[config.mk]
export PLATFORM = sky130hd
export DESIGN_NAME = sqrt_share_arbiter_flat
export DESIGN_NICKNAME = d
export VERILOG_FILES = /design/src/rtl/sqrt_share_arbiter_if.sv /design/src/rtl/sqrt_share_arbiter.sv /design/src/flat_wrapper.sv
export SDC_FILE = /design/constraint.sdc
export NUM_CORES = 1
export LEC_CHECK = 0
export ABC_CLOCK_PERIOD_IN_PS = 6580
export BUFFER_PORTS_ARGS = -buffer_cell sky130_fd_sc_hd__buf_4
export CAP_MARGIN = 10
export CELL_PAD_IN_SITES_DETAIL_PLACEMENT = 1
export CELL_PAD_IN_SITES_GLOBAL_PLACEMENT = 1
export CORE_MARGIN = 4
export CORE_UTILIZATION = 29
export CTS_BUF_LIST = sky130_fd_sc_hd__clkbuf_2 sky130_fd_sc_hd__clkbuf_4 sky130_fd_sc_hd__clkbuf_8
export DETAILED_ROUTE_END_ITERATION = 10
export PLACE_DENSITY = 0.64
export RECOVER_POWER = 25
export SYNTH_ARGS = -nofsm -noshare
export SYNTH_HDL_FRONTEND = slang
export SYNTH_SLANG_ARGS = --single-unit
[constraint.sdc]
create_clock -name Clock -period 6.58 [get_ports Clock]
set_input_delay 0.987 -clock Clock [delete_from_list [all_inputs] [get_ports Clock]]
set_output_delay 0.987 -clock Clock [all_outputs]
set_load 0.01 [all_outputs]
[src/rtl/sqrt_share_arbiter_if.sv]
// Requester-side and core-side signals of the shared square-root arbiter.
interface sqrt_share_arbiter_if #(
  parameter int unsigned N_REQ = 4,
  parameter int unsigned BW_IN = 10,
  parameter int unsigned ID_W  = 2
);
  localparam int unsigned BW_OUT = BW_IN / 2;

  // requester side
  logic [N_REQ-1:0]       Req;
  logic [N_REQ*BW_IN-1:0] Din;
  logic [N_REQ-1:0]       Grant;
  logic [BW_OUT-1:0]      Dout;
  logic                   DoutValid;
  logic [ID_W-1:0]        DoutId;
  logic                   Err;
  logic                   Busy;
  // core side
  logic                   SqStart;
  logic [BW_IN-1:0]       SqIn;
  logic [BW_OUT-1:0]      SqOut;
  logic                   SqBusy;
  logic                   SqEnd;

  // arbiter view
  modport slave (
    input  Req, Din, SqOut, SqBusy, SqEnd,
    output Grant, Dout, DoutValid, DoutId, Err, Busy, SqStart, SqIn
  );

  // environment view (requesters plus core)
  modport master (
    output Req, Din, SqOut, SqBusy, SqEnd,
    input  Grant, Dout, DoutValid, DoutId, Err, Busy, SqStart, SqIn
  );
endinterface

[src/rtl/sqrt_share_arbiter.sv]
// Round-robin sharing of one iterative square-root core among N_REQ requesters,
// with a watchdog that abandons a job whose core never reports End.
module sqrt_share_arbiter #(
  parameter int unsigned N_REQ   = 4,
  parameter int unsigned BW_IN   = 10,
  parameter int unsigned ID_W    = 2,
  parameter int unsigned TIMEOUT = 63,
  parameter int unsigned TO_W    = 6
) (
  input logic Clock,
  input logic Reset,
  sqrt_share_arbiter_if.slave bus
);
  localparam int unsigned BW_OUT = BW_IN / 2;

  typedef enum logic [1:0] {IDLE, START, WAIT} state_t;

  state_t              state, state_nx;
  logic [ID_W-1:0]     ptr, ptr_nx;
  logic [TO_W-1:0]     wd, wd_nx;

  logic [N_REQ-1:0]    grant_q, grant_nx;
  logic [BW_OUT-1:0]   dout_q, dout_nx;
  logic                dvalid_q, dvalid_nx;
  logic [ID_W-1:0]     did_q, did_nx;
  logic                err_q, err_nx;
  logic                busy_q, busy_nx;
  logic                start_q, start_nx;
  logic [BW_IN-1:0]    sqin_q, sqin_nx;

  logic                found;
  logic [ID_W-1:0]     winner;
  logic [BW_IN-1:0]    operand;
  int unsigned         idx;

  // core Busy is informational only; sequencing relies on End and the watchdog
  logic unused_sqbusy;
  assign unused_sqbusy = bus.SqBusy;

  // Round-robin search starting at ptr; picks the winner and its operand
  always_comb begin
    found   = 1'b0;
    winner  = '0;
    operand = '0;
    idx     = 0;
    for (int unsigned k = 0; k < N_REQ; k++) begin
      idx = (32'(ptr) + k) % N_REQ;
      if (!found && |(bus.Req & (N_REQ'(1) << idx))) begin
        found   = 1'b1;
        winner  = ID_W'(idx);
        operand = BW_IN'(bus.Din >> (idx * BW_IN));
      end
    end
  end

  // State register
  always_ff @(posedge Clock or posedge Reset) begin
    if (Reset) state <= IDLE;
    else       state <= state_nx;
  end

  // Next-state logic
  always_comb begin
    state_nx = state;
    case (state)
      IDLE:    if (found) state_nx = START;
      START:   state_nx = WAIT;
      WAIT:    if (bus.SqEnd || wd == TO_W'(TIMEOUT - 1)) state_nx = IDLE;
      default: state_nx = IDLE;
    endcase
  end

  // Next values of the registered outputs, pointer and watchdog
  always_comb begin
    grant_nx  = '0;
    start_nx  = 1'b0;
    dvalid_nx = 1'b0;
    err_nx    = 1'b0;
    dout_nx   = dout_q;
    did_nx    = did_q;
    busy_nx   = busy_q;
    sqin_nx   = sqin_q;
    ptr_nx    = ptr;
    wd_nx     = wd;
    case (state)
      IDLE: begin
        if (found) begin
          grant_nx = N_REQ'(1) << winner;
          start_nx = 1'b1;
          sqin_nx  = operand;
          did_nx   = winner;
          busy_nx  = 1'b1;
          ptr_nx   = (winner == ID_W'(N_REQ - 1)) ? '0 : winner + ID_W'(1);
        end
      end
      START: wd_nx = '0;
      WAIT: begin
        wd_nx = wd + TO_W'(1);
        if (bus.SqEnd) begin
          dout_nx   = bus.SqOut;
          dvalid_nx = 1'b1;
          busy_nx   = 1'b0;
        end else if (wd == TO_W'(TIMEOUT - 1)) begin
          err_nx  = 1'b1;
          busy_nx = 1'b0;
        end
      end
      default: ;
    endcase
  end

  // Output, pointer and watchdog registers
  always_ff @(posedge Clock or posedge Reset) begin
    if (Reset) begin
      grant_q  <= '0;
      dout_q   <= '0;
      dvalid_q <= 1'b0;
      did_q    <= '0;
      err_q    <= 1'b0;
      busy_q   <= 1'b0;
      start_q  <= 1'b0;
      sqin_q   <= '0;
      ptr      <= '0;
      wd       <= '0;
    end else begin
      grant_q  <= grant_nx;
      dout_q   <= dout_nx;
      dvalid_q <= dvalid_nx;
      did_q    <= did_nx;
      err_q    <= err_nx;
      busy_q   <= busy_nx;
      start_q  <= start_nx;
      sqin_q   <= sqin_nx;
      ptr      <= ptr_nx;
      wd       <= wd_nx;
    end
  end

  assign bus.Grant     = grant_q;
  assign bus.Dout      = dout_q;
  assign bus.DoutValid = dvalid_q;
  assign bus.DoutId    = did_q;
  assign bus.Err       = err_q;
  assign bus.Busy      = busy_q;
  assign bus.SqStart   = start_q;
  assign bus.SqIn      = sqin_q;
endmodule

[src/flat_wrapper.sv]
// flat-port wrapper written by rule: the top's interface ports become plain ports
module sqrt_share_arbiter_flat 
#(
  parameter int unsigned N_REQ   = 4,
  parameter int unsigned BW_IN   = 10,
  parameter int unsigned ID_W    = 2,
  parameter int unsigned TIMEOUT = 63,
  parameter int unsigned TO_W    = 6
)
  (Clock, Reset, bus_Req, bus_Din, bus_SqOut, bus_SqBusy, bus_SqEnd, bus_Grant, bus_Dout, bus_DoutValid, bus_DoutId, bus_Err, bus_Busy, bus_SqStart, bus_SqIn);
  sqrt_share_arbiter_if #(.N_REQ(N_REQ), .BW_IN(BW_IN), .ID_W(ID_W)) bus_i ();
  input logic Clock;
  input logic Reset;
  input wire logic [$bits(bus_i.Req)-1:0] bus_Req;
  input wire logic [$bits(bus_i.Din)-1:0] bus_Din;
  input wire logic [$bits(bus_i.SqOut)-1:0] bus_SqOut;
  input wire logic [$bits(bus_i.SqBusy)-1:0] bus_SqBusy;
  input wire logic [$bits(bus_i.SqEnd)-1:0] bus_SqEnd;
  output wire logic [$bits(bus_i.Grant)-1:0] bus_Grant;
  output wire logic [$bits(bus_i.Dout)-1:0] bus_Dout;
  output wire logic [$bits(bus_i.DoutValid)-1:0] bus_DoutValid;
  output wire logic [$bits(bus_i.DoutId)-1:0] bus_DoutId;
  output wire logic [$bits(bus_i.Err)-1:0] bus_Err;
  output wire logic [$bits(bus_i.Busy)-1:0] bus_Busy;
  output wire logic [$bits(bus_i.SqStart)-1:0] bus_SqStart;
  output wire logic [$bits(bus_i.SqIn)-1:0] bus_SqIn;
  assign bus_i.Req = bus_Req;
  assign bus_i.Din = bus_Din;
  assign bus_i.SqOut = bus_SqOut;
  assign bus_i.SqBusy = bus_SqBusy;
  assign bus_i.SqEnd = bus_SqEnd;
  assign bus_Grant = bus_i.Grant;
  assign bus_Dout = bus_i.Dout;
  assign bus_DoutValid = bus_i.DoutValid;
  assign bus_DoutId = bus_i.DoutId;
  assign bus_Err = bus_i.Err;
  assign bus_Busy = bus_i.Busy;
  assign bus_SqStart = bus_i.SqStart;
  assign bus_SqIn = bus_i.SqIn;
  sqrt_share_arbiter #(.N_REQ(N_REQ), .BW_IN(BW_IN), .ID_W(ID_W), .TIMEOUT(TIMEOUT), .TO_W(TO_W)) u_core (.Clock(Clock), .Reset(Reset), .bus(bus_i));
endmodule
Yosys cells after proc, flatten, opt, wreduce, memory -nomap -nowiden

Index checks and enable logic that the tools add are counted.

Bits of input ports: 53
Output and inout bits: 25
Register bits: 35
Word-level logic and storage cells: 88

Mux-type cells: 30
Reduce and logical (&&, ||, !) cells: 18
Shift-type cells: 9
Bitwise gates (word level): 4
Multipliers: 4
Add/subtract/negate cells: 5
Equality and inequality tests: 7

Operators by type and width:

| kind                | count |
|---|---|
| $shr 40x32->10      | 4 |
| $mux 10             | 4 |
| $mul 2x3->5 const B | 4 |
| $shl 1x2->4 const A | 5 |
| $and 4x4->4         | 4 |
| $reduce_or 4->1     | 4 |
| $mux 1              | 14 |
| $mux 2              | 7 |
| $pmux 6 s2          | 1 |
| $mux 4              | 2 |
| $add 6x1->6 const B | 1 |
| $eq 6x6->1 const B  | 1 |
| $pmux 2 s3          | 1 |
| $reduce_and 2->1    | 3 |
| $add 2x1->2 const B | 2 |
| $add 2x2->2 const B | 2 |
| $eq 2x2->1 const B  | 2 |
| $ne 2x1->1 const B  | 2 |
| $reduce_bool 2->1   | 2 |
| $logic_and 1x1->1   | 3 |
| $logic_not 1->1     | 3 |
| $ne 3x2->1 const B  | 1 |
| $reduce_and 3->1    | 1 |
| $eq 2x1->1 const B  | 1 |
| other kinds (3)     | 3 |

Logic depth before layout (Yosys ltp)

Gate-level depths: netlist (run 1).

Depth in word-level cells: 16
Depth in mapped cells: 13
Gate-level depth less buffers: 9

Worst setup path before layout (run 1)

Ideal clock, no wire load.

Kind: register to register
Start: register u_core.ptr[0]
End: register u_core.ptr[1]
Arrival time: 3.148 ns
Clock period less this slack: 3.231 ns
Required time: 6.497 ns
Setup slack: 3.349 ns
Stages on the path, launching flop included: 13
Setup time: 0.083 ns
Path buffers: 3
Cell sequence: dfrtp_1 -> buf_2 -> buf_2 -> clkbuf_1 -> inv_1 -> ha_1 -> a22oi_1 -> and2_1 -> nand3_1 -> o311ai_0 -> inv_1 -> ha_1 -> o21ai_0

Longest elaborated chain between the ends: 15
Elaborated cells between the ends (all ways): 33
Classes of those cells: 4 x add/sub; 1 x eq/ne; 4 x shift; 9 x mux; 4 x bitwise; 11 x reduce/logical

Ends and longest elaborated chain:

| what                                                 | line                      | source |
|---|---|---|
| start: declaration                                   | sqrt_share_arbiter.sv:19  | `logic [ID_W-1:0] ptr, ptr_nx;` |
| start signal: assignment                             | sqrt_share_arbiter.sv:134 | `ptr <= ptr_nx;` |
| branches (longest 12 deep; another with $add 2x1->2) | --                        |  |
| $mux 2 *                                             | sqrt_share_arbiter.sv:48  | `if (!found && \|(bus.Req & (N_REQ'(1) << idx))) begin` |
| via u_core.winner[1]                                 | sqrt_share_arbiter.sv:32  | `logic [ID_W-1:0] winner;` |
| $add 2x1->2 or $eq 2x2->1 (tied branches)            | sqrt_share_arbiter.sv:93  | `ptr_nx = (winner == ID_W'(N_REQ - 1)) ? '0 : winner + ID_W'(1);` |
| $mux 2 *                                             | sqrt_share_arbiter.sv:93  |  |

Mark *: on every way through the listed nets, which the timed path passes.
A chain may end at the register's enable or synchronous reset.

Final worst setup path (run 1)

Start: register u_core.ptr[1]
End: register u_core.ptr[1]

Same word-level chain as after synthesis.

==> flow_metrics.tcl, run 1 <==
set metrics [dict create \
    outcome "finished, final reports clean" \
    h-tree-depth 2 \
    cts_tree "done" \
    ys_async_sr_fraction_pct 100 \
    crit-reg2reg-capture "u_core.ptr[1]" \
    count_of_unique_library_cells_instantiated_by_yosys 43 \
    setup-tns-final_ps 0 \
    synth_seq_area_share_pct 30.0 \
    post_detailed_routing_wire_length_mm 8.08 \
    cts-buffers-inserted 5 \
    die_width_um 108 \
    netlist.top_cell.by_area "dfrtp_1" \
    finalSetupViolCount 0 \
    synthTopCellsByArea "dfrtp_1 30%, mux4_2 17%, mux2_2 5.8%" \
    floorplan.die_area_sq_um 11700 \
    max_transition_viols_final 0 \
    syn2layout_area_growth_pct 26.4 \
    slew-limit-headroom_pct 24.2 \
    fmax_mhz 255 \
    globalplace.congestion 0.725 \
    path_max_fanout 22 \
    via_count 2555 \
    clk_pin_slew_worst_paths_ps 70 \
    regToRegSetupSlack_ps 2660 \
    worst_hold_startpoint "u_core.bus.DoutId[0]" \
    power_leakage_nw 1.58 \
    post-synth-top-count-cell "dfrtp_1" \
    clock-root-buffer "clkbuf_8" \
    num-nets-final 417 \
    final.period_utilization_pct 59.6 \
    first_global_vias 2821 \
    remaining_routing_drc_violations 0 \
    grt.overflow.total 0 \
    detail_route.vias_per_cell 5.27 \
    avgRoutedWirePerCell_um 16.7 \
    unrepaired_setup_endpoints_after_global_routing "no" \
    cts.path.max_buffers 2 \
    grt_first_pass_wirelength_mm 14.0 \
    hold_violations 0 \
    timing.hold.worst.class "reg -> reg" \
    worstSkewPairLatency_ps 280 \
    postSynthRegisterBits 35 \
    power_density_nw_per_um2 495 \
    timing.critical_path.from_type "flop" \
    synth_area_sq_um 2920 \
    core_area_sq_um 9770 \
    cts_post_setup_buffers_inserted 0 \
    synth_enable_flop_cells 0 \
    worst-endpoint-arrival_ps 4120 \
    timing_worst_slew_pin_value_ps 1140 \
    clock-sinks 35 \
    placedInstanceArea_sq_um 3570 \
    postLayoutCellArea_sq_um 3690 \
    holdPathStages 2 \
    die-height_um 108 \
    rr_worst_depth 9 \
    ctsHoldBuffers 0 \
    io_buffer_count 76 \
    detailedRoute.firstPassIterationCount 4 \
    dp.final_hpwl_mm 6.06 \
    worstHoldEndpoint "u_core.bus.DoutId[0]" \
    grt_max_degree 47 \
    dominantRegCellSynth "dfrtp_1" \
    syn_avg_cell_area_sq_um 10.2 \
    fill_cells 1137 \
    cts-resized-gates 0 \
    drv_cap 0 \
    antenna_violating_nets_post_route 0 \
    critPathKind "reg -> reg" \
    synthesis.instances 285 \
    mappedNetlistNets 351 \
    setup.worst_path.end_class "flop" \
    drive_gt1_share_pct 39.2 \
    cp.required_ps 6780 \
    max-vdd-ir-drop_v 0.000158 \
    start_util_pct 29.8 \
    first_iter_violations 54 \
    reg2reg_from "u_core.ptr[1]" \
    globalRouteTotalUtil_pct 14.7 \
    floorplan.io_pins 78 \
    yosys_warnings 0 \
    antenna_violations_before_repair 0 \
    synth_top_area_share_pct 30.0 \
    finalWorstPathRequiredPeriod_ps 3920 \
    core.rowCount 36 \
    synthTopCellsByCount "35 x dfrtp_1, 24 x nor2_1, 23 x nand2_1, 22 x mux4_2, 18 x o21ai_0" \
    antenna_cells 0 \
    worst_clock_skew_ps 9.99 \
]
worst max path at each step:
stage                   from       endpoint  slack, ps
2_1_floorplan  u_core.ptr[0]  u_core.ptr[1]       3350
3_3_place_gp   u_core.ptr[1]  u_core.ptr[1]       2770
3_5_place_dp   u_core.ptr[1]  u_core.ptr[1]       2650
4_1_cts        u_core.ptr[1]  u_core.ptr[1]       2640
5_1_grt        u_core.ptr[1]  u_core.ptr[1]       2210
6_report       u_core.ptr[1]  u_core.ptr[1]       2660
cell families (layout without fill, tap and decap cells):
| group | Yosys count | count (layout) | synth area share [%] |
|---|---|---|---|
| muxes | 48 | 48 | 26.6 |
| and+or+nand+nor | 85 | 85 | 15.1 |
| adders and majority gates | 13 | 13 | 5.58 |
| buffers and inverters | 32 | 99 | 5.19 |
| xor gates and xnor gates | 1 | 1 | 0.300 |
| AOI/OAI and AO/OA | 71 | 71 | 17.2 |
| DFF | 35 | 35 | 30.0 |
area by class of cell:
cell class	instances	area, sq um	area share (%)
repair buffers	78	586	15.9
clock buffers	6	82.6	2.24
multi-input cells	218	1890	51.2
well taps	133	166	4.51
inverters	13	51.3	1.39
flip-flops and latches	35	877	23.8
clock inverters	2	35.0	0.950
layer usage:
metal	vias to the layer above	routed length (um)	global-route usage, %	part of all wire (%)
li1	1210	-	-	-
met1	1265	3660	19.1	45
met2	75	3920	25.3	48
met3	5	453	3.34	5.6
met4	0	55	2.71	0.68
met5	-	0	0	0
where the power goes:
group,switching [mW],internal [mW]
Sequential,0.0570,0.305
Combinational,0.681,0.581
Clock,0.0764,0.123
metrics by stage:
step | cells | util [%] | worst slack [ps] | hold slack, ps | power, mW
2_1_floorplan | 285 | - | 3350 | 453 | 1.32
6_report | 485 | 37.7 | 2660 | 489 | 1.82
5_1_grt | 485 | 37.7 | 2210 | 512 | 2.02
4_1_cts | 485 | 37.7 | 2640 | 492 | 1.85
3_3_place_gp | 477 | 36.5 | 2770 | 463 | 1.62
3_5_place_dp | 477 | 36.5 | 2650 | 478 | 1.64
state kept, by name (all words and copies together), names as in the netlist:
| name | count |
|---|---|
| u_core.bus.Dout | 5 |
| u_core.bus.Grant | 4 |
| u_core.bus.DoutId | 2 |
| u_core.state | 2 |
| u_core.bus.Busy | 1 |
| u_core.wd | 6 |
| u_core.ptr | 2 |
| u_core.bus.DoutValid | 1 |
| u_core.bus.Err | 1 |
| u_core.bus.SqStart | 1 |
| u_core.bus.SqIn | 10 |
worst max-delay path, stage by stage, from the launching register on:
cell and delay (ps):
dfrtp_1 560, inv_1 400, ha_1 380, a22o_1 260, nor2_1 700, nand3_1 130, o311ai_0 760, inv_1 160
ha_1 330, o21ai_0 150
cells in the final DEF (no fill, tap or decap), types with 2 or more instances in the layout:
cell type	synthesis	routed
a21oi_1	12	12
a22o_1	4	4
a22oi_1	5	5
a31oi_1	9	9
a32o_1	9	9
and2_1	6	6
and4_1	10	10
buf_4	0	77
clkbuf_8	0	6
dfrtp_1	35	34
ha_1	13	13
inv_1	12	12
mux2_2	15	15
mux2i_1	10	10
mux4_2	22	22
nand2_1	23	23
nand3_1	4	4
nor2_1	24	24
o2111ai_1	2	2
o21a_1	2	2
o21ai_0	18	18
o22ai_1	2	2
o31ai_1	2	2
or2_2	10	10
(Power assumes the default switching activity.)
==> inputs of run 2 (changes only) <==
--- a/config.mk
+++ b/config.mk
@@ -5,7 +5,8 @@
 export SDC_FILE = /design/constraint.sdc
 export NUM_CORES = 1
 export LEC_CHECK = 0
-export ABC_CLOCK_PERIOD_IN_PS = 6580
+export ABC_AREA = 1
+export ABC_CLOCK_PERIOD_IN_PS = 4100
 export BUFFER_PORTS_ARGS = -buffer_cell sky130_fd_sc_hd__buf_4
 export CAP_MARGIN = 10
 export CELL_PAD_IN_SITES_DETAIL_PLACEMENT = 1
@@ -14,7 +15,7 @@
 export CORE_UTILIZATION = 29
 export CTS_BUF_LIST = sky130_fd_sc_hd__clkbuf_2 sky130_fd_sc_hd__clkbuf_4 sky130_fd_sc_hd__clkbuf_8
 export DETAILED_ROUTE_END_ITERATION = 10
-export PLACE_DENSITY = 0.64
+export PLACE_DENSITY = 0.69
 export RECOVER_POWER = 25
 export SYNTH_ARGS = -nofsm -noshare
 export SYNTH_HDL_FRONTEND = slang
==> constraint.sdc (replaced) <==
create_clock -name Clock -period 4.1 [get_ports Clock]
set_input_delay 0.615 -clock Clock [delete_from_list [all_inputs] [get_ports Clock]]
set_output_delay 0.615 -clock Clock [all_outputs]
set_load 0.01 [all_outputs]
==> flow_metrics.tcl, run 2 <==
set metrics [dict create \
    avgRoutedWirePerCell_um 14.0 \
    ctsHoldBuffers 0 \
    setup-tns-final_ps 0 \
    mappedNetlistNets 541 \
    worst_clock_skew_ps 7.88 \
    synth_top_family_by_area "simple AND/OR/NAND/NOR gates" \
    dp.cells 668 \
    syn_avg_cell_area_sq_um 6.36 \
    postSynthRegisterBits 35 \
    outcome "complete, but fails checks" \
    core.rowCount 36 \
    max-vdd-ir-drop_v 0.000277 \
    fmax_mhz 335 \
    worstSkewPairLatency_ps 290 \
    switching_share_pct 53.8 \
    cts-resized-gates 0 \
    cts.path.max_buffers 2 \
    final.hold.worst_slack_ps 487 \
    cts_post_setup_buffers_inserted 0 \
    slew-limit-headroom_pct -26.6 \
    drive_gt1_share_pct 22.7 \
    synth_area_sq_um 3020 \
    clk_pin_slew_worst_paths_ps 80 \
    synth.mux.area_fraction_pct 0 \
    ys_async_sr_fraction_pct 100 \
    num-nets-final 608 \
    layout_common_cells "189 x nand2_1, 81 x buf_4, 46 x o21ai_0" \
    clock-root-buffer "clkbuf_8" \
    synth-compound-area-share_pct 17.6 \
    dominantRegCellSynth "dfrtp_1" \
    unrepaired_setup_endpoints_after_global_routing "no" \
    worst-endpoint-arrival_ps 3190 \
    globalplace.congestion 0.794 \
    clock_power_share_pct 10.1 \
    timing.critical_path.from_type "flop" \
    failed_checks "max-capacitance violations, max-slew violations" \
    floorplan.die_area_sq_um 12100 \
    finalSetupViolCount 0 \
    grt_max_degree 59 \
    post_layout_nonfiller_instances 675 \
    finalWorstPathRequiredPeriod_ps 2980 \
    cell_internal_power_mw 1.42 \
    post_detailed_routing_wire_length_mm 9.48 \
    core_area_sq_um 9950 \
    first_global_vias 3439 \
    power_leakage_nw 1.99 \
    hold_violations 0 \
    first_iter_violations 108 \
    timing_worst_slew_pin_value_ps 1900 \
    yosys_warnings 0 \
    synth_top_area_share_pct 29.0 \
    netlist.top_cell.by_area "dfrtp_1" \
    largest_register_ff_count 10 \
    grt.overflow.total 0 \
    max_transition_viols_final 36 \
    power.switching_mw 1.66 \
    cts_tree "done" \
    die_width_um 110 \
    setup.worst_path.end_class "flop" \
    drv_cap 1 \
    p_seq_share_pct 20.2 \
    timing.hold.worst.class "reg -> reg" \
    via_count 3212 \
    synthSimpleGateAreaFrac_pct 36.4 \
    floorplan.io_pins 78 \
    critPathKind "reg -> reg" \
    syn2layout_area_growth_pct 23.7 \
    synth_seq_area_share_pct 29.0 \
    antenna_violating_nets_post_route 0 \
    final.period_utilization_pct 72.8 \
    power_frac_comb_pct 69.7 \
    rr_worst_depth 12 \
    io_buffer_count 76 \
    layout_setup_ws_ps 1120 \
    dp.final_hpwl_mm 7.33 \
    synthTopCellsByCount "189 x nand2_1, 46 x o21ai_0, 42 x inv_1, 35 x dfrtp_1, 35 x nor2_1" \
    clock-sinks 35 \
    detailedRoute.firstPassIterationCount 4 \
    cts-buffers-inserted 5 \
    layout.cells.most_common "nand2_1" \
    yosys.area_share.xor_xnor_pct 0 \
    cp.required_ps 4310 \
    synth-adder-area-share_pct 5.39 \
    synthTopCellsByArea "dfrtp_1 29%, nand2_1 23%, o21ai_0 7.6%" \
    detail_route.vias_per_cell 4.76 \
    synth_enable_flop_cells 0 \
    grt_first_pass_wirelength_mm 15.8 \
    remaining_routing_drc_violations 0 \
    antenna_cells 0 \
    start_util_pct 30.3 \
    dpl_worst_slack_ps 1130 \
    power_density_nw_per_um2 825 \
    count_of_unique_library_cells_instantiated_by_yosys 34 \
    holdPathStages 2 \
    antenna_violations_before_repair 0 \
    h-tree-depth 2 \
    die-height_um 110 \
    synthesis.instances 475 \
    path_max_fanout 28 \
    post-synth-top-count-cell "nand2_1" \
    globalRouteTotalUtil_pct 16.2 \
    postLayoutCoreUtil_pct 37.5 \
]
## run 2: cell types whose count changed in the layout (fill, tap and decap cells not counted), sizes merged, moves of 10 or more
cell   change
mux2      -16
or2       -11
o21ai     +48
a21oi     +15
inv       +33
nand2    +173
mux4      -22
nand3     +10
mux2i     -10
and4      -10
nor2      +19
## run 2: final cells by class
cell class / instances / area [sq um]
clock buffer: 6 / 76.3
clock inverter: 1 / 30.0
fill: 1310 / 6220
inverter: 46 / 175
multi-input combinational: 371 / 1790
sequential: 35 / 876
tap: 133 / 166
timing repair buffer: 83 / 619
## run 2: worst max-delay path, cell delays in order, from the launching register on
cell	delay (ps)
dfrtp_1	990
inv_4	50
ha_1	290
nand2_1	90
nand2_2	60
nor2_4	180
nand3_2	150
nor2_4	310
nand2_1	90
nand2_1	150
inv_1	90
ha_1	290
o21ai_0	160
## run 2: final timing paths
check | slack [ps] | endpoint | from
max in group asynchronous | 1990 | u_core.wd[0] | Reset
min in group asynchronous | 1000 | u_core.bus.SqIn[6] | Reset
hold reg to reg | 490 | u_core.bus.Dout[2] | u_core.bus.Dout[2]
hold / removal | 490 | u_core.bus.Dout[2] | u_core.bus.Dout[2]
setup reg to reg | 1120 | u_core.ptr[1] | u_core.ptr[0]
setup / recovery | 1120 | u_core.ptr[1] | u_core.ptr[0]
## run 2: power by group through the flow
stage	sequential (mW)	combinational, mW	clock (mW)
finish	0.622	2.15	0.312
detailed placement	0.629	2.17	0
floorplan	0.614	1.61	0
CTS	0.625	2.18	0.322
global placement	0.621	2.10	0
global route	0.645	2.45	0.332
## run 2: cell families after synthesis
group / count (synthesis)
and+or+nand+nor: 262
DFF: 35
AOI/OAI and AO/OA: 96
buffers and inverters: 69
adders and majority gates: 13
## run 2: per-layer routing
| metal | global-route usage, % | wire length [um] | up-vias | share of wire [%] |
|---|---|---|---|---|
| met5 | 0 | 0 | - | 0 |
| met4 | 5.08 | 206 | 0 | 2.2 |
| met3 | 2.21 | 317 | 13 | 3.3 |
| met2 | 30.4 | 4940 | 50 | 52 |
| met1 | 19.0 | 4020 | 1526 | 42 |
| li1 | - | - | 1623 | - |
## run 2: metrics by stage
stage | instance area, sq um | power (mW)
finish | 3740 | 3.08
floorplan | 3020 | 2.22
detailed placement | 3630 | 2.80
global route | 3740 | 3.43
CTS | 3740 | 3.13
global placement | 3630 | 2.72
